$ cat src/rtl/doorway_pkg.sv
`default_nettype none
// ============================================================================
// Module      : doorway_pkg
// Description : Shared types and constants for the doorway direction detector:
//               crossing FSM state encoding, synchronizer depth and a helper
//               that classifies a state as part of an active crossing.
// Revision    : 1.0 - initial release
// ============================================================================
package doorway_pkg;

    // Flops in each beam's metastability synchronizer
    localparam int c_sync_stages = 2;

    // Crossing FSM states. E* track an entry (outer beam first), L* track an
    // exit (inner beam first), WAIT_CLEAR absorbs ambiguous or aborted activity.
    typedef enum logic [2:0] {
        ST_IDLE       = 3'd0,
        ST_E1         = 3'd1,
        ST_E2         = 3'd2,
        ST_E3         = 3'd3,
        ST_L1         = 3'd4,
        ST_L2         = 3'd5,
        ST_L3         = 3'd6,
        ST_WAIT_CLEAR = 3'd7
    } state_t;

    // True while a directional crossing is in progress
    function automatic logic is_crossing(input state_t s);
        return (s != ST_IDLE) && (s != ST_WAIT_CLEAR);
    endfunction

endpackage
`default_nettype wire

$ cat src/rtl/beam_debounce.sv
`default_nettype none
// ============================================================================
// Module      : beam_debounce
// Description : Brings one asynchronous beam input into the clk domain through
//               a flop synchronizer, then only accepts a new level after
//               DEBOUNCE_CYCLES consecutive equal synchronized samples.
//               Input edge to level change latency is 2 + DEBOUNCE_CYCLES.
// Revision    : 1.0 - initial release
// ============================================================================
module beam_debounce
    import doorway_pkg::*;
#(
    parameter int DEBOUNCE_CYCLES = 4
) (
    input  logic clk,
    input  logic rst_n,
    input  logic beam,
    output logic level
);

    // Counter only needs to reach DEBOUNCE_CYCLES-1; keep at least one bit
    localparam int c_cnt_w = (DEBOUNCE_CYCLES > 1) ? $clog2(DEBOUNCE_CYCLES) : 1;
    localparam logic [c_cnt_w-1:0] c_cnt_last = c_cnt_w'(DEBOUNCE_CYCLES - 1);
    localparam logic [c_cnt_w-1:0] c_cnt_one  = c_cnt_w'(1);

    logic [c_sync_stages-1:0] r_sync;
    logic                     w_sample;
    logic [c_cnt_w-1:0]       r_cnt;
    logic                     r_level;

    assign w_sample = r_sync[c_sync_stages-1];
    assign level    = r_level;

    // Metastability synchronizer: shift the raw beam through c_sync_stages flops
    always_ff @(posedge clk or negedge rst_n) begin
        if (!rst_n) begin
            r_sync <= '0;
        end else begin
            r_sync <= {r_sync[c_sync_stages-2:0], beam};
        end
    end

    // Count consecutive samples that disagree with the accepted level; the
    // DEBOUNCE_CYCLES-th disagreeing sample in a row is taken as the new level
    always_ff @(posedge clk or negedge rst_n) begin
        if (!rst_n) begin
            r_cnt   <= '0;
            r_level <= 1'b0;
        end else if (w_sample == r_level) begin
            r_cnt <= '0;
        end else if (r_cnt == c_cnt_last) begin
            r_level <= w_sample;
            r_cnt   <= '0;
        end else begin
            r_cnt <= r_cnt + c_cnt_one;
        end
    end

endmodule
`default_nettype wire

$ cat src/rtl/doorway_direction_detector.sv
`default_nettype none
// ============================================================================
// Module      : doorway_direction_detector
// Description : Decodes the order in which an outer (corridor side) and an
//               inner (room side) infrared beam are broken into one-cycle
//               entering / leaving pulses and maintains a saturating room
//               occupancy count.
//               Optional macro DOORWAY_TIMEOUT_EN: aborts a crossing that
//               stays incomplete for TIMEOUT_CYCLES and pulses fault.
// Revision    : 1.0 - initial release
// ============================================================================
module doorway_direction_detector
    import doorway_pkg::*;
#(
    parameter int DEBOUNCE_CYCLES = 4,
    parameter int COUNT_W         = 8,
    parameter int TIMEOUT_CYCLES  = 1024
) (
    input  logic               clk,
    input  logic               rst_n,
    input  logic               beam_outer,
    input  logic               beam_inner,
    output logic               entering,
    output logic               leaving,
    output logic [COUNT_W-1:0] occupancy,
    output logic               occupied,
    output logic               fault
);

    localparam logic [COUNT_W-1:0] c_occ_max  = {COUNT_W{1'b1}};
    localparam logic [COUNT_W-1:0] c_occ_one  = COUNT_W'(1);
    localparam logic [COUNT_W-1:0] c_occ_zero = '0;

    logic               w_o;
    logic               w_i;
    logic               w_timeout;
    state_t             r_state;
    logic               r_entering;
    logic               r_leaving;
    logic [COUNT_W-1:0] r_occ;
    logic               r_occupied;

    assign entering  = r_entering;
    assign leaving   = r_leaving;
    assign occupancy = r_occ;
    assign occupied  = r_occupied;

    beam_debounce #(
        .DEBOUNCE_CYCLES (DEBOUNCE_CYCLES)
    ) u_outer (
        .clk   (clk),
        .rst_n (rst_n),
        .beam  (beam_outer),
        .level (w_o)
    );

    beam_debounce #(
        .DEBOUNCE_CYCLES (DEBOUNCE_CYCLES)
    ) u_inner (
        .clk   (clk),
        .rst_n (rst_n),
        .beam  (beam_inner),
        .level (w_i)
    );

`ifdef DOORWAY_TIMEOUT_EN
    localparam int c_tmo_w = (TIMEOUT_CYCLES > 1) ? $clog2(TIMEOUT_CYCLES) : 1;
    localparam logic [c_tmo_w-1:0] c_tmo_last = c_tmo_w'(TIMEOUT_CYCLES - 1);
    localparam logic [c_tmo_w-1:0] c_tmo_one  = c_tmo_w'(1);

    logic [c_tmo_w-1:0] r_timer;
    logic               r_fault;

    // Abort on the cycle the crossing reaches an age of TIMEOUT_CYCLES
    assign w_timeout = is_crossing(r_state) && (r_timer == c_tmo_last);
    assign fault     = r_fault;

    // Age of the crossing in progress; spans all E*/L* states of one crossing
    always_ff @(posedge clk or negedge rst_n) begin
        if (!rst_n) begin
            r_timer <= '0;
        end else if (!is_crossing(r_state) || w_timeout) begin
            r_timer <= '0;
        end else begin
            r_timer <= r_timer + c_tmo_one;
        end
    end

    // Registered one-cycle fault pulse aligned with the abort to WAIT_CLEAR
    always_ff @(posedge clk or negedge rst_n) begin
        if (!rst_n) begin
            r_fault <= 1'b0;
        end else begin
            r_fault <= w_timeout;
        end
    end
`else
    assign w_timeout = 1'b0;

    // No timeout hardware: fault stays low unless TIMEOUT_CYCLES is nonsensical
    generate
        if (TIMEOUT_CYCLES >= 1) begin : g_fault_idle
            assign fault = 1'b0;
        end else begin : g_fault_bad_cfg
            assign fault = 1'b1;
        end
    endgenerate
`endif

    // Crossing decoder: state, registered direction pulses and occupancy count
    always_ff @(posedge clk or negedge rst_n) begin
        if (!rst_n) begin
            r_state    <= ST_IDLE;
            r_entering <= 1'b0;
            r_leaving  <= 1'b0;
            r_occ      <= '0;
            r_occupied <= 1'b0;
        end else begin
            r_entering <= 1'b0;
            r_leaving  <= 1'b0;
            if (w_timeout) begin
                // Stale crossing: count is left alone, wait for a clear doorway
                r_state <= ST_WAIT_CLEAR;
            end else begin
                case (r_state)
                    ST_IDLE: begin
                        case ({w_o, w_i})
                            2'b10:   r_state <= ST_E1;
                            2'b01:   r_state <= ST_L1;
                            2'b11:   r_state <= ST_WAIT_CLEAR;
                            default: r_state <= ST_IDLE;
                        endcase
                    end
                    ST_E1: begin
                        case ({w_o, w_i})
                            2'b11:   r_state <= ST_E2;
                            2'b00:   r_state <= ST_IDLE;
                            2'b01:   r_state <= ST_E3;
                            default: r_state <= ST_E1;
                        endcase
                    end
                    ST_E2: begin
                        case ({w_o, w_i})
                            2'b01:   r_state <= ST_E3;
                            2'b10:   r_state <= ST_E1;
                            2'b00:   r_state <= ST_IDLE;
                            default: r_state <= ST_E2;
                        endcase
                    end
                    ST_E3: begin
                        case ({w_o, w_i})
                            2'b00: begin
                                // Person stepped fully into the room
                                r_state    <= ST_IDLE;
                                r_entering <= 1'b1;
                                r_occupied <= 1'b1;
                                if (r_occ != c_occ_max) begin
                                    r_occ <= r_occ + c_occ_one;
                                end
                            end
                            2'b11:   r_state <= ST_E2;
                            2'b10:   r_state <= ST_E1;
                            default: r_state <= ST_E3;
                        endcase
                    end
                    ST_L1: begin
                        case ({w_o, w_i})
                            2'b11:   r_state <= ST_L2;
                            2'b00:   r_state <= ST_IDLE;
                            2'b10:   r_state <= ST_L3;
                            default: r_state <= ST_L1;
                        endcase
                    end
                    ST_L2: begin
                        case ({w_o, w_i})
                            2'b10:   r_state <= ST_L3;
                            2'b01:   r_state <= ST_L1;
                            2'b00:   r_state <= ST_IDLE;
                            default: r_state <= ST_L2;
                        endcase
                    end
                    ST_L3: begin
                        case ({w_o, w_i})
                            2'b00: begin
                                // Person stepped fully into the corridor
                                r_state   <= ST_IDLE;
                                r_leaving <= 1'b1;
                                if (r_occ != c_occ_zero) begin
                                    r_occ <= r_occ - c_occ_one;
                                end
                                r_occupied <= (r_occ > c_occ_one);
                            end
                            2'b11:   r_state <= ST_L2;
                            2'b01:   r_state <= ST_L1;
                            default: r_state <= ST_L3;
                        endcase
                    end
                    ST_WAIT_CLEAR: begin
                        if (!w_o && !w_i) begin
                            r_state <= ST_IDLE;
                        end
                    end
                    default: r_state <= ST_IDLE;
                endcase
            end
        end
    end

endmodule
`default_nettype wire

$ cat config.mk
export PLATFORM = sky130hd
export DESIGN_NAME = doorway_direction_detector
export DESIGN_NICKNAME = d
export VERILOG_FILES = /design/src/rtl/doorway_pkg.sv /design/src/rtl/beam_debounce.sv /design/src/rtl/doorway_direction_detector.sv
export SDC_FILE = /design/constraint.sdc
export NUM_CORES = 1
export LEC_CHECK = 0
export ABC_AREA = 1
export CORE_MARGIN = 2
export CORE_UTILIZATION = 45
export CTS_CLUSTER_DIAMETER = 50
export DETAILED_ROUTE_END_ITERATION = 12
export PLACE_DENSITY = 0.68
export SYNTH_ARGS = -nofsm -noshare
export SYNTH_HDL_FRONTEND = slang
export SYNTH_SLANG_ARGS = --single-unit
$ cat constraint.sdc
create_clock -name clk -period 1.4 [get_ports clk]
set_input_delay 0.14 -clock clk [delete_from_list [all_inputs] [get_ports clk]]
set_output_delay 0.14 -clock clk [all_outputs]
set_load 0.05 [all_outputs]
* Word-level counts from Yosys, hierarchy flattened
Index checks and enable logic that the tools add are counted.
** Storage, ports and cells
- Bits in registers :: 24
- Bits of input ports :: 4
- Logic and storage cells :: 73
** Operators by class
- $add $sub $neg :: 4
- Magnitude comparators :: 1
- Eq/ne operators :: 20
- Muxes and demuxes :: 24
- Bitwise logic cells :: 2
- Reductions and logical operators :: 11
** Operators with widths (count)
- $pmux W3 S3 :: 4
- $mux W8 :: 4
- $pmux W3 S8 :: 1
- $pmux W2 S3 :: 3
- $pmux W8 S2 :: 1
- $eq A3 B3 Y1 const B :: 4
- $ne A2 B2 Y1 const B :: 5
- $add A8 B1 Y8 const B :: 1
- $eq A2 B2 Y1 const B :: 4
- $gt A8 B1 Y1 const B :: 1
- $mux W2 :: 4
- $ne A8 B8 Y1 const B :: 1
- $reduce_bool A8 Y1 :: 1
- $sub A8 B1 Y8 const B :: 1
- $eq A3 B2 Y1 const B :: 2
- $mux W1 :: 5
- $reduce_and A5 Y1 :: 1
- $add A2 B1 Y2 const B :: 2
- $reduce_and A2 Y1 :: 2
- $eq A3 B1 Y1 const B :: 1
- $logic_not A3 Y1 :: 1
- $mux W3 :: 1
- $reduce_and A3 Y1 :: 1
- $eq A1 B1 Y1 :: 2
- other kinds (7) :: 9

* Logic depth before layout (Yosys ltp)
Gate-level depths: netlist of run 1.
- Word-level depth :: 4
- Depth in mapped cells :: 10

* Hierarchy
From an unflattened synthesis of run 1, not the netlist that was laid out.
** Second synthesis, totals
- Cells, all modules :: 200
- Area, all modules :: 1520.2 µm²
** By module, submodules not included
- doorway_direction_detector :: times used 1, cells each 166, area each 1154.9 µm², sequential area each 350.3 µm²
- beam_debounce :: times used 2, cells each 17, area each 182.7 µm², sequential area each 125.1 µm²

* Worst setup path before layout of run 1
OpenSTA, ideal clock, no wires.
- Kind :: register -> register
- Start :: reg r_occ[1], in the netlist occupancy[1]
- End :: reg r_occ[7], in the netlist occupancy[7]
- Library setup time :: 0.118 ns
- Data arrival time :: 1.567 ns
- Data required time :: 1.282 ns
- Slack :: -0.285 ns
- Stages on the path, launching flop included :: 9
- Path buffers :: 0
- Path through :: dfrtp_1 > ha_1 > nand3_1 > inv_1 > nand3_1 > nand3_4 > inv_4 > nand2_1 > nand2_1
** Between the ends
- Longest elaborated chain between the ends :: 4
- Elaborated cells between the ends (all ways) :: 12
- Classes of those cells :: 2 x add/sub; 3 x eq/ne; 5 x mux; 2 x reduce/logical
** Ends and longest elaborated chain
- start, declared :: RTL line doorway_direction_detector.sv:40 : logic [COUNT_W-1:0] r_occ;
- start signal, assigned :: RTL line doorway_direction_detector.sv:158 : r_occ <= r_occ + c_occ_one;
- start signal, assigned :: RTL line doorway_direction_detector.sv:189 : r_occ <= r_occ - c_occ_one;
- $sub A8 B1 Y8 / $add A8 B1 Y8 (equally long branches) :: RTL line doorway_direction_detector.sv:189, doorway_direction_detector.sv:158
- $mux W8 (on tied branches) :: RTL line doorway_direction_detector.sv:188, doorway_direction_detector.sv:157
- $mux W8 (on tied branches) :: RTL line doorway_direction_detector.sv:183, doorway_direction_detector.sv:151
- $pmux W8 S2 :: RTL line doorway_direction_detector.sv:125 : case (r_state)
Several ways; a longest one is shown, not always the timed one. The select of a mux whose other input is x is not followed.
A chain may end at the register's enable or synchronous reset.

* Final worst setup path of run 1
- Start :: reg r_state[0]
- End :: reg r_occ[4], in the netlist occupancy[4]
** Between the ends
- Longest elaborated chain between the ends :: 3
- Elaborated cells between the ends (all ways) :: 9
- Classes of those cells :: 6 x eq/ne; 1 x mux; 2 x reduce/logical
** Ends and longest elaborated chain
- start, declared :: RTL line doorway_direction_detector.sv:37 : state_t r_state;
- start signal, assigned :: RTL line doorway_direction_detector.sv:113 : r_state <= ST_IDLE;
- start signal, assigned :: RTL line doorway_direction_detector.sv:123 : r_state <= ST_WAIT_CLEAR;
- start signal, assigned :: RTL line doorway_direction_detector.sv:128 : 2'b10: r_state <= ST_E1;
- $eq A3 B2 Y1 / $eq A3 B3 Y1 (equally long branches) :: RTL line doorway_direction_detector.sv:125
- $ne A2 B2 Y1 (no line) / $reduce_bool A2 Y1 (equally long branches)
- $reduce_and A5 Y1 (no line)
Several ways; a longest one is shown, not always the timed one.

==> flow_summary.toml, run 1 <==
[global_routing]
grt_use_total_pct = 16.80
grt_pass1_wl_microns = 5354
grt_pass1_vias = 1235
globalRouteOverflowTotal = 0
antenna_found_initial = 0
grt_start_max_net_pins = 25

[routing]
vias_per_cell = 4.667
drt_iter0_drc = 48
drc = 0
wl_per_cell_microns = 10.92
vias = 1330
wl_microns = 3113
postRouteAntennaNets = 0
firstDrtPassIters = 4

[power_and_ir_drop]
vdd_ir_drop_max_uv = 964.5
leakage_nw = 1.077
finalPower_mw = 3.741
power.density_mw_per_mm2 = 1738

[place]
dp_hpwl_microns = 2239
place_area_sq_mm = 0.002003
gp_congestion = 0.7761
port_buffers = 14
dp_slack_ps = -38.53

[cells_and_area]
fin_util_pct = 65.00
final_cell_mix = "62 x nand2_1, 29 x buf_4, 19 x inv_1"
area_growth_pct = 40.41
n_antenna_cell = 0
stdcell_area_sq_mm = 0.002152
fin_nets = 258
final_common_cell = "nand2_1"
layout-drive-gt1-share_pct = 30.13

[yosys]
netlist_instances = 199
netlist_area_sq_mm = 0.001533
yosysSeqAreaShare_pct = 39.18
synth.net_count = 217
synth.distinct_cells = 26
synth_area_leaders = "dfrtp_1 39%, nand2_1 16%, ha_1 11%, inv_1 4.9%, nor2_1 4.7%"
avgSynthCellArea_sq_um = 7.702
yosysTopAreaCellShare_pct = 39.18
synth_top_area_cell = "dfrtp_1"
yosysWarnings = 0
synth_seq_cells = 24

[worst_hold_path]
hold_class = "primary input to async pin"

[cts]
cts_tree = "built"
clockBufferDepth = 2
clock_latency_ps = 320
cts_max_level = 1
root_buffer = "clkbuf_4"
clock-sinks = 24
ctsHoldBuffers = 0
cts_buffers = 3
clk_pin_slew_ps = 140

[worst_setup_path]
crit_path_end_kind = "flip-flop"
critical_path.max_fanout = 7
critPathMaxStageDelay_ps = 390
required_ps = 1660
path_cells = "buf_6, nand2_4, nor2_4, inv_2, a21oi_4, nand3_4, inv_4, nand2_1, nand2_1"
critPathMostFrequentCell = "nand2_1"
crit_type = "flip-flop to flip-flop"
start_kind = "flip-flop"
cp_slowest_cell = "dfrtp_1"
arrival_ps = 1680

[sta]
rsz0062_at_grt = "yes"
drv_slew = 0
setup_violations = 3
finClkSkew_ps = 4.742
min_period_ps = 1414
hold_violations = 0
period_share_pct = 101.0
layout_setup_ws_ps = -14.45
fmax_ghz = 0.7070
finalSetupTns_ps = -29.51

[floorplan]
dieArea_sq_mm = 0.003889
die_w_microns = 62.36
start_util_pct = 46.30
core-area_sq_mm = 0.003311
num_io_pins = 16
die_h_microns = 62.36
rows = 21

[status]
violations = "negative setup slack"
status = "complete, but fails checks"

[run]
maxCapViolCount = 0
==> cell type report <==
type	count	area, sq um
sequential	24	610.6
fill	283	1159
clock buffer	3	22.52
tap	46	57.56
timing repair buffer	42	439.2
clock inverter	1	30.03
inverter	22	87.58
multi-input combinational	147	904.6
==> worst max-delay path: cells and delay by family, from the launching register on <==
family	cells	cell delay, ps
AND/OR/NAND/NOR	5	470
buffers and inverters	3	290
AO/OA/AOI/OAI	1	220
flip-flops	1	390
==> cell families (layout without fill, tap and decap cells) <==
family | after synthesis | after routing | share of synthesized area [%]
simple gates | 106 | 107 | 29.55
buf+inv | 29 | 68 | 8.000
flops | 24 | 24 | 39.18
compound gates | 16 | 16 | 6.449
fa+ha+maj | 14 | 14 | 11.43
xor+xnor | 9 | 9 | 5.142
other cells | 1 | 1 | 0.2447
==> metal layers <==
layer / track usage, % / wire length, microns
met2: 25.82 / 1399
met4: 6.667 / 27
met1: 24.09 / 1591
met5: 0 / 0
met3: 2.355 / 94
==> power breakdown <==
| group | total (mW) | switching [mW] | internal (mW) |
|---|---|---|---|
| clock | 0.504 | 0.215 | 0.289 |
| combinational | 2.17 | 1.15 | 1.02 |
| sequential | 1.07 | 0.190 | 0.877 |
| total | 3.74 | 1.56 | 2.18 |
==> worst paths after layout <==
check	startpoint	endpoint	slack, ps	cells after the start
worst min-delay path	rst_n	occupied	170	2
worst max-delay path	r_state[0]	occupancy[4]	-10	9
worst max register to register	r_state[0]	occupancy[4]	-10	9
worst min register to register	u_outer.r_sync[0]	u_outer.r_sync[1]	360	0
min in group clk	beam_outer	u_outer.r_sync[0]	240	1
max in group asynchronous	rst_n	occupancy[7]	980	2
==> per-stage QoR <==
| step | hold slack, ps | std cells |
|---|---|---|
| floorplan | -155.6 | 199 |
| global placement | 332.6 | 277 |
| detailed placement | 337.2 | 277 |
| CTS | 174.8 | 283 |
| global route | 186.3 | 285 |
| finish | 167.2 | 285 |
==> cell usage after synthesis, drive strengths merged <==
library cell,n
dfrtp,24
nand4,5
o211ai,2
nand2,65
conb,1
xor2,5
nor2,20
ha,14
o21ai,11
xnor2,4
buf,6
o21a,1
clkbuf,1
nor3,4
inv,22
nand3,12
a21oi,2
==> sequential cells by signal, indices dropped and copies added (netlist names) <==
name / count
occupancy: 8
r_state: 3
u_inner.r_cnt: 2
u_inner.r_sync: 2
u_outer.r_cnt: 2
u_outer.r_sync: 2
entering: 1
leaving: 1
occupied: 1
u_inner.level: 1
u_outer.level: 1
==> repair_timing <==
item / in CTS / in global routing
setup buffers: 2 / 1
cloned: 0 / 1
endpoints found under the setup margin: 8 / 8
pin swaps: 0 / 6
gates resized for setup: 3 / 11
Note: power is estimated with default switching activity, not from simulation.
==> inputs of run 2 (changes only) <==
- CTS_CLUSTER_DIAMETER: 50 -> 60
==> results of run 2 <==
No change in the layout: final DEF, timing and power equal those of run 1.
==> inputs of run 3 (changes only) <==
--- a/config.mk
+++ b/config.mk
@@ -8,7 +8,9 @@
 export ABC_AREA = 1
+export CELL_PAD_IN_SITES_DETAIL_PLACEMENT = 1
+export CELL_PAD_IN_SITES_GLOBAL_PLACEMENT = 1
 export CORE_MARGIN = 2
-export CORE_UTILIZATION = 45
+export CORE_UTILIZATION = 37
 export CTS_CLUSTER_DIAMETER = 60
 export DETAILED_ROUTE_END_ITERATION = 12
-export PLACE_DENSITY = 0.68
+export PLACE_DENSITY_LB_ADDON = 0.1
 export SYNTH_ARGS = -nofsm -noshare
--- a/constraint.sdc
+++ b/constraint.sdc
@@ -3,2 +3,2 @@
 set_output_delay 0.14 -clock clk [all_outputs]
-set_load 0.05 [all_outputs]
+set_load 0.1 [all_outputs]
==> run 3 against run 2 <==
Against the previous run: the flow still finishes with violations (negative setup slack); wire length rose by 26%; cell count rose by 2.5%; setup slack got worse by 5.2 ps; critical path type unchanged; highest routed layer unchanged.
==> flow_summary.toml, run 3 (synthesized netlist as in run 1, its figures left out) <==
[global_routing]
grt_pass1_vias = 1491
antenna_found_initial = 0
grt_use_total_pct = 19.26
globalRouteOverflowTotal = 0
grt_start_max_net_pins = 25
grt_pass1_wl_microns = 6693

[worst_setup_path]
path_cells = "ha_4, nand3_2, buf_4, o21ai_0, nand2_1, nand2_1, nand2_1, nand2_1, nand2_1"
critPathMaxStageDelay_ps = 490
critical_path.max_fanout = 4
required_ps = 1580
cp.buffers_inverters = 1
critPathMostFrequentCell = "nand2_1"
cp_slowest_cell = "dfrtp_4"
crit_path_end_kind = "flip-flop"
reg2reg_from = "occupancy[0]"
crit_start = "occupancy[0]"
arrival_ps = 1600
start_kind = "flip-flop"
crit_type = "flip-flop to flip-flop"
path_delay_family = "flip-flops"

[cells_and_area]
layout-drive-gt1-share_pct = 32.64
fill_cells = 464
final_common_cell = "nand2_1"
largest_reg_flops = 8
fin_nets = 261
n_antenna_cell = 0
final_cell_mix = "60 x nand2_1, 30 x buf_4, 18 x inv_1"
area_growth_pct = 46.69
stdcell_area_sq_mm = 0.002248
fin_util_pct = 56.21

[power_and_ir_drop]
leakage_nw = 1.109
combinationalPowerShare_pct = 59.3
switchingPower_mw = 1.921
cell_internal_pwr_mw = 2.317
finalPower_mw = 4.239
p_seq_share_pct = 25.9
vdd_ir_drop_max_uv = 1258
power.density_mw_per_mm2 = 1885
switching_share_pct = 45.33
clock_power_share_pct = 14.8

[floorplan]
dieArea_sq_mm = 0.004673
start_util_pct = 38.32
num_io_pins = 16
die_w_microns = 68.36
die_h_microns = 68.36
core-area_sq_mm = 0.004000
rows = 23

[run]
maxCapViolCount = 0

[routing]
postRouteAntennaNets = 0
wl_per_cell_microns = 13.43
drt_iter0_drc = 45
drc = 0
wl_microns = 3922
vias = 1412
vias_per_cell = 4.836
firstDrtPassIters = 4

[sta]
layout_setup_ws_ps = -19.64
hold_violations = 0
drv_slew = 0
setup_violations = 2
fmax_ghz = 0.7044
rsz0062_at_grt = "yes"
finClkSkew_ps = 9.406
fin_hold_ws_ps = 218.1
min_period_ps = 1420
period_share_pct = 101.4

[place]
dp_slack_ps = -28.27
dp_hpwl_microns = 2932
port_buffers = 14
gp_congestion = 0.8045
place_area_sq_mm = 0.002068

[cts]
clockBufferDepth = 2
clock_latency_ps = 270
clock-sinks = 24
clk_pin_slew_ps = 100
ctsHoldBuffers = 0
cts_buffers = 3
cts_max_level = 1
root_buffer = "clkbuf_8"
cts_tree = "built"

[status]
status = "complete, but fails checks"
violations = "negative setup slack"

[worst_hold_path]
hold_class = "primary input to async pin"
==> run 3: changes by cell type in the layout (fill, tap and decap cells not counted), sizes merged <==
cell	delta
buf	+3
==> run 3: cell type report <==
| class | instances | area, sq um | share of cell area, % |
|---|---|---|---|
| sequential | 24 | 630.6 | 28.05 |
| inverter | 22 | 92.59 | 4.118 |
| clock buffer | 3 | 41.29 | 1.836 |
| multi-input combinational | 147 | 904.6 | 40.23 |
| clock inverter | 1 | 30.03 | 1.336 |
| tap | 50 | 62.56 | 2.782 |
| timing repair buffer | 45 | 486.7 | 21.65 |
==> run 3: routing by layer <==
metal	up-vias	global-route usage (%)	part of all wire (%)
met5	-	0	0
li1	712	-	-
met1	681	26.26	48
met4	0	3.000	0.36
met3	2	3.125	2.4
met2	17	32.65	49
==> run 3: repair_timing <==
action                     CTS  global route
setup buffers                0             6
gates cloned                 0             1
pin swaps                    0             9
setup endpoints to repair    7             9
gates resized for setup      4            12
==> run 3: path summary, 6_finish.rpt <==
kind                                endpoint  slack [ps]  cells after the start
max                             occupancy[6]         -20                      9
min in group clk           u_inner.r_sync[0]         310                      1
min                             occupancy[4]         220                      2
min reg2reg                u_outer.r_sync[1]         360                      0
max reg2reg                     occupancy[6]         -20                      9
max in group asynchronous       occupancy[1]         920                      2
==> run 3: metrics by stage <==
step | cells | setup TNS [ps]
3_3_place_gp | 281 | 0
6_report | 292 | -30.62
5_1_grt | 292 | -886.8
2_1_floorplan | 199 | -1021
4_1_cts | 285 | -10.23
3_5_place_dp | 281 | -28.27
==> run 3: power groups by stage <==
| stage | Clock [mW] | Combinational [mW] | Sequential [mW] |
|---|---|---|---|
| final | 0.627 | 2.51 | 1.10 |
| after global placement | 0 | 2.30 | 1.08 |
| after global routing | 0.668 | 2.79 | 1.13 |
| after CTS | 0.643 | 2.44 | 1.09 |
| after floorplan | 0 | 1.05 | 1.53 |
| after detailed placement | 0 | 2.38 | 1.10 |
==> edit 1, RTL diff (config.mk and constraints of run 2) <==
`DEBOUNCE_CYCLES` is set to 4 in 2 places; all go to 8.
--- a/src/rtl/beam_debounce.sv
+++ b/src/rtl/beam_debounce.sv
@@ -12,3 +12,3 @@
 #(
-    parameter int DEBOUNCE_CYCLES = 4
+    parameter int DEBOUNCE_CYCLES = 8
 ) (
--- a/src/rtl/doorway_direction_detector.sv
+++ b/src/rtl/doorway_direction_detector.sv
@@ -14,3 +14,3 @@
 #(
-    parameter int DEBOUNCE_CYCLES = 4,
+    parameter int DEBOUNCE_CYCLES = 8,
     parameter int COUNT_W         = 8,
Behaviour: no difference found for any inputs over 10 cycles, from zero or initial values and one cycle with rst_n low; that may be too few to reach the edited logic, so the function may still have changed.
==> edit 1 against run 2 <==
- the run still ends with setup timing left
- worst hold slack worse by 0.022 ns
- critical path depth is 1 higher
- cell area rose by 1.4%
- power down 29%
- sequential cell count increased by 2
- wire length grew 7.4%
- setup slack lost 0.076 ns
- largest cell class unchanged
- area after synthesis rose by 4.8%
==> edit 1: results (changes against run 2) <==
- Ranked by instance count, the synthesized netlist is headed by 59 x sky130_fd_sc_hd__nand2_1, 26 x sky130_fd_sc_hd__dfrtp_1, 26 x sky130_fd_sc_hd__nor2_1.
- The pin count of the biggest net entering global routing came to 27 (+8.0%).
- The estimated wirelength of the detail-placed design is 2.51 mm (+12%).
- The global-route wire length before repair is 5.82 mm (+8.8%).
- The maximum fanout encountered on the critical timing path is 5 (-2).
- The buffer type at the clock tree root is sky130_fd_sc_hd__clkbuf_4.
- The setup clock skew after layout is 0.00304 ns (-0.00170 ns).
- The number of buffers inserted by post-CTS setup repair is 3 (+1).
- The final routed wirelength across all metal layers was 3.34 mm (+7.4%).
- The relative area of non-clock buffer cells in the final design is 19.8% (-0.62 points).
- The multi-input combinational cell area came to 906 µm² (+0.14%).
- The critical path arrival came to 1.72 ns (+0.04 ns).
- The fraction of the mapped netlist area in compound gates is 6.00% (-0.45 points).
- The largest stage delay on the critical path came to 0.42 ns (+0.03 ns).
- The worst supply voltage drop on vdd came to 0.000691 V (-28%).
- The aggregate negative setup slack came to -0.602 ns (-0.572 ns).
- The chip width is 63.8 µm (+2.2%).
- The run finished, with violations left.
- The synthesized-area fraction occupied by adder cells is 12.5% (+1.0 points).
- The sequential portion of the cell area was 30.2% (+1.8 points).
- The synthesized area per cell came to 7.99 µm² (+3.8%).
- The count of non-CTS inverters in the layout is 20 (-9.1%).
- The first-iteration detailed-routing DRC count is 58 (+21%).
- The final worst-path setup slack is -0.0903 ns (-0.0759 ns).
- The final-report setup violation count was 8 (+5).
- The post-detailed-route via-to-cell ratio is 4.66 (-0.20%).
- The post-synthesis sequential area ratio came to 40.5% (+1.3 points).
- The post-layout instance count excluding filler cells is 286 (+0.35%).
- By area the synthesized netlist is led by sky130_fd_sc_hd__dfrtp_1 40%, sky130_fd_sc_hd__nand2_1 14%, sky130_fd_sc_hd__ha_1 12%.
- The final estimated routing congestion in global placement is 0.802 (+3.3%).
- The share of cells above drive strength 1 came to 31.7% (+1.5 points).
- The leakage power of the design is 0.00110 µW (+2.3%).
- The global-route usage over all layers is 18.2% (+1.3 points).
- The checks that failed: setup timing.
- The net count after synthesis is 221 (+1.8%).
- The xor/xnor share of the synthesized area came to 4.36% (-0.78 points).
- The post-cts resize count is 6 (+3).
- The clock-cell share of area is 2.41% (-0.034 points).
-- edit 1: cell count changes after synthesis, moves of 2 or more --
cell,run 2,this run
sky130_fd_sc_hd__buf_2,5,2
sky130_fd_sc_hd__buf_6,0,2
sky130_fd_sc_hd__dfrtp_1,24,26
sky130_fd_sc_hd__ha_1,14,16
sky130_fd_sc_hd__nand2_1,64,59
sky130_fd_sc_hd__nand4_1,5,3
sky130_fd_sc_hd__nor2_1,19,26
sky130_fd_sc_hd__nor3_1,4,2
sky130_fd_sc_hd__o21ai_2,0,2
sky130_fd_sc_hd__xor2_1,5,3
-- edit 1: path summary, 6_finish.rpt --
check,start,end,slack (ns),cells after the start
setup / recovery,u_inner.level,occupancy[7],-0.09,10
hold / removal,rst_n,u_inner.r_sync[0],0.15,2
max in group asynchronous,rst_n,occupancy[3],0.99,2
hold reg to reg,u_outer.r_sync[0],u_outer.r_sync[1],0.38,0
setup reg to reg,u_inner.level,occupancy[7],-0.09,10
min in group clk,beam_outer,u_outer.r_sync[0],0.23,1
-- edit 1: metal layers --
layer  share of wire, %  up-vias  wire, µm  GRT usage [%]
met5                  0        -         0              0
met4                2.3        0        78           5.71
met3                3.0        8       100           3.35
met2                 47       23      1590           28.9
met1                 47      601      1580           25.1
li1                   -      700         -              -
-- edit 1: worst reg2reg max path, delay by kind of cell, from the launching register on --
kind,cells,cell delay (ns)
fa+ha+maj,1,0.14
simple gates,7,0.61
buf+inv,2,0.22
flops,1,0.42
-- edit 1: where the power goes --
group          internal, µW  switching, µW
Clock                   290            220
Sequential              891            120
Combinational           541            586
-- edit 1: stage by stage --
stage	utilization (%)	setup WS, ns
final	64.4	-0.0903
after global routing	64.4	-0.174
after CTS	63.6	-0.0268
after detailed placement	60.8	-0.0657
after global placement	60.8	0.0420
after floorplan	-	-0.0316
==> edit 2, RTL diff (settings of run 2) <==
Without the edit above. Add an input register stage for `beam_outer` and `beam_inner`; this delays them by one clock.
--- a/src/rtl/doorway_direction_detector.sv
+++ b/src/rtl/doorway_direction_detector.sv
@@ -33,2 +33,10 @@
 
+    logic beam_outer_q;
+    logic beam_inner_q;
+
+    always_ff @(posedge clk) begin
+        beam_outer_q <= beam_outer;
+        beam_inner_q <= beam_inner;
+    end
+
     logic               w_o;
@@ -52,3 +60,3 @@
         .rst_n (rst_n),
-        .beam  (beam_outer),
+        .beam  (beam_outer_q),
         .level (w_o)
@@ -61,3 +69,3 @@
         .rst_n (rst_n),
-        .beam  (beam_inner),
+        .beam  (beam_inner_q),
         .level (w_i)
Behaviour: same outputs for any inputs over 10 cycles, from zero or initial values and one cycle with rst_n low; that may be too few to reach the edited logic, so the function may still have changed.
==> edit 2 against run 2 <==
- highest routed layer unchanged
- critical path depth shrank 1
- count of clock-buffer cells in the layout unchanged
- final cell count stayed put
- cell area is 0.12% lower
- combinational power grew 27%
- area after synthesis up 3.0%
- wire length grew 5.0%
- power is 20% higher
- setup slack lost 0.014 ns
- the run still ends with setup timing left
- first-iteration DRC count is 29% higher
- critical endpoint is now occupancy[0]
- synthesized cell count rose by 3.0%
- worst hold slack lost 0.020 ns
- sequential cell count up 2
==> edit 2: results (changes against run 2) <==
- The xor/xnor share of the synthesized area is 4.99% (-0.15 points).
- The maximum fanout encountered on the critical timing path is 8 (+1).
- The number of global-route vias before repair is 1277 (+3.4%).
- The post-detailed-route via-to-cell ratio was 4.88 (+4.6%).
- The worst supply voltage drop on vdd came to 0.00128 V (+32%).
- By area the synthesized netlist is led by sky130_fd_sc_hd__dfrtp_1 38%, sky130_fd_sc_hd__nand2_1 16%, sky130_fd_sc_hd__ha_1 11%.
- The slowest cell on the critical path is sky130_fd_sc_hd__dfrtp_2.
- The final routed wirelength across all metal layers is 3.27 mm (+5.0%).
- The synthesized-area fraction occupied by adder cells is 11.1% (-0.34 points).
- The global-route wire length before repair came to 5.62 mm (+5.0%).
- The detailed route wirelength on metal3 is 168 µm (+79%).
- The post-cts resize count is 4 (+1).
- The launch instance of the worst register-to-register path is occupancy[0].
- The async set-reset flop share out of synthesis is 92.3% (-7.7 points).
- The fraction of the mapped netlist area in compound gates is 5.07% (-1.4 points).
- The final reports fail on setup timing.
- The average wire per cell in the routed design is 11.5 µm (+5.0%).
- The met3 track demand over resource is 3.04% (+0.68 points).
- The setup clock skew after layout came to 0.00520 ns (+0.000459 ns).
- The post-synthesis sequential area ratio is 40.6% (+1.4 points).
- The first-iteration detailed-routing DRC count came to 62 (+29%).
- The filler cell count in the final layout is 289 (+2.1%).
- The aggregate negative setup slack came to -0.109 ns (-0.0794 ns).
- The critical path arrival is 1.70 ns (+0.02 ns).
- The last element of the critical path is occupancy[0].
- The final worst-path setup slack was -0.0284 ns (-0.0140 ns).
- The flow ran to the end, but the final reports show violations.
- The met1 usage is 24.5% (+0.40 points).
- The number of buffers inserted by post-CTS setup repair was 1 (-1).
- The final-report setup violation count is 7 (+4).
- The global-route usage over all layers is 17.5% (+0.71 points).
- The net count after synthesis came to 223 (+2.8%).
- The length of routed wiring on met1 was 1.57 mm (-1.1%).
- The largest stage delay on the critical path is 0.48 ns (+0.09 ns).
- The met2 routing resource usage after global routing is 26.9% (+1.0 points).
- The number of distinct library cells after synthesis was 24 (-7.7%).
- By count the netlist is led by 68 x sky130_fd_sc_hd__nand2_1, 24 x sky130_fd_sc_hd__dfrtp_1, 24 x sky130_fd_sc_hd__nor2_1.
- The estimated wirelength of the detail-placed design was 2.32 mm (+3.7%).
- The share of cells above drive strength 1 is 28.9% (-1.3 points).
- The detailed-routed wire length on met2 is 1.45 mm (+3.9%).
- The internal power consumption is 2480 µW (+14%).
- The synthesized area per cell came to 7.70 µm² (about the same).
==> edit 2: area by class of cell <==
cell class,count,area [µm²],area share (%)
clock buffers,3,22.5,1.05
repair buffers,36,390,18.2
flip-flops and latches,26,648,30.2
clock inverters,1,30.0,1.40
multi-input cells,154,930,43.2
well taps,46,57.6,2.68
inverters,19,71.3,3.32
==> edit 2: through the flow <==
step	area [µm²]	util [%]	hold WS, ns	setup WS (ns)
2_1_floorplan	1620	-	-0.156	-0.0755
3_3_place_gp	2010	59.7	0.317	0.0235
3_5_place_dp	2010	59.7	0.322	0.00471
4_1_cts	2080	61.8	0.150	0.00213
5_1_grt	2150	63.9	0.144	-0.141
6_report	2150	63.9	0.148	-0.0284
==> edit 2: power by group through the flow <==
stage          clock, µW  sequential [µW]  combinational (µW)
2_1_floorplan          0             1510                1300
3_3_place_gp           0             1220                2570
3_5_place_dp           0             1220                2600
4_1_cts              532             1210                2650
5_1_grt              572             1250                3030
6_report             516             1220                2750
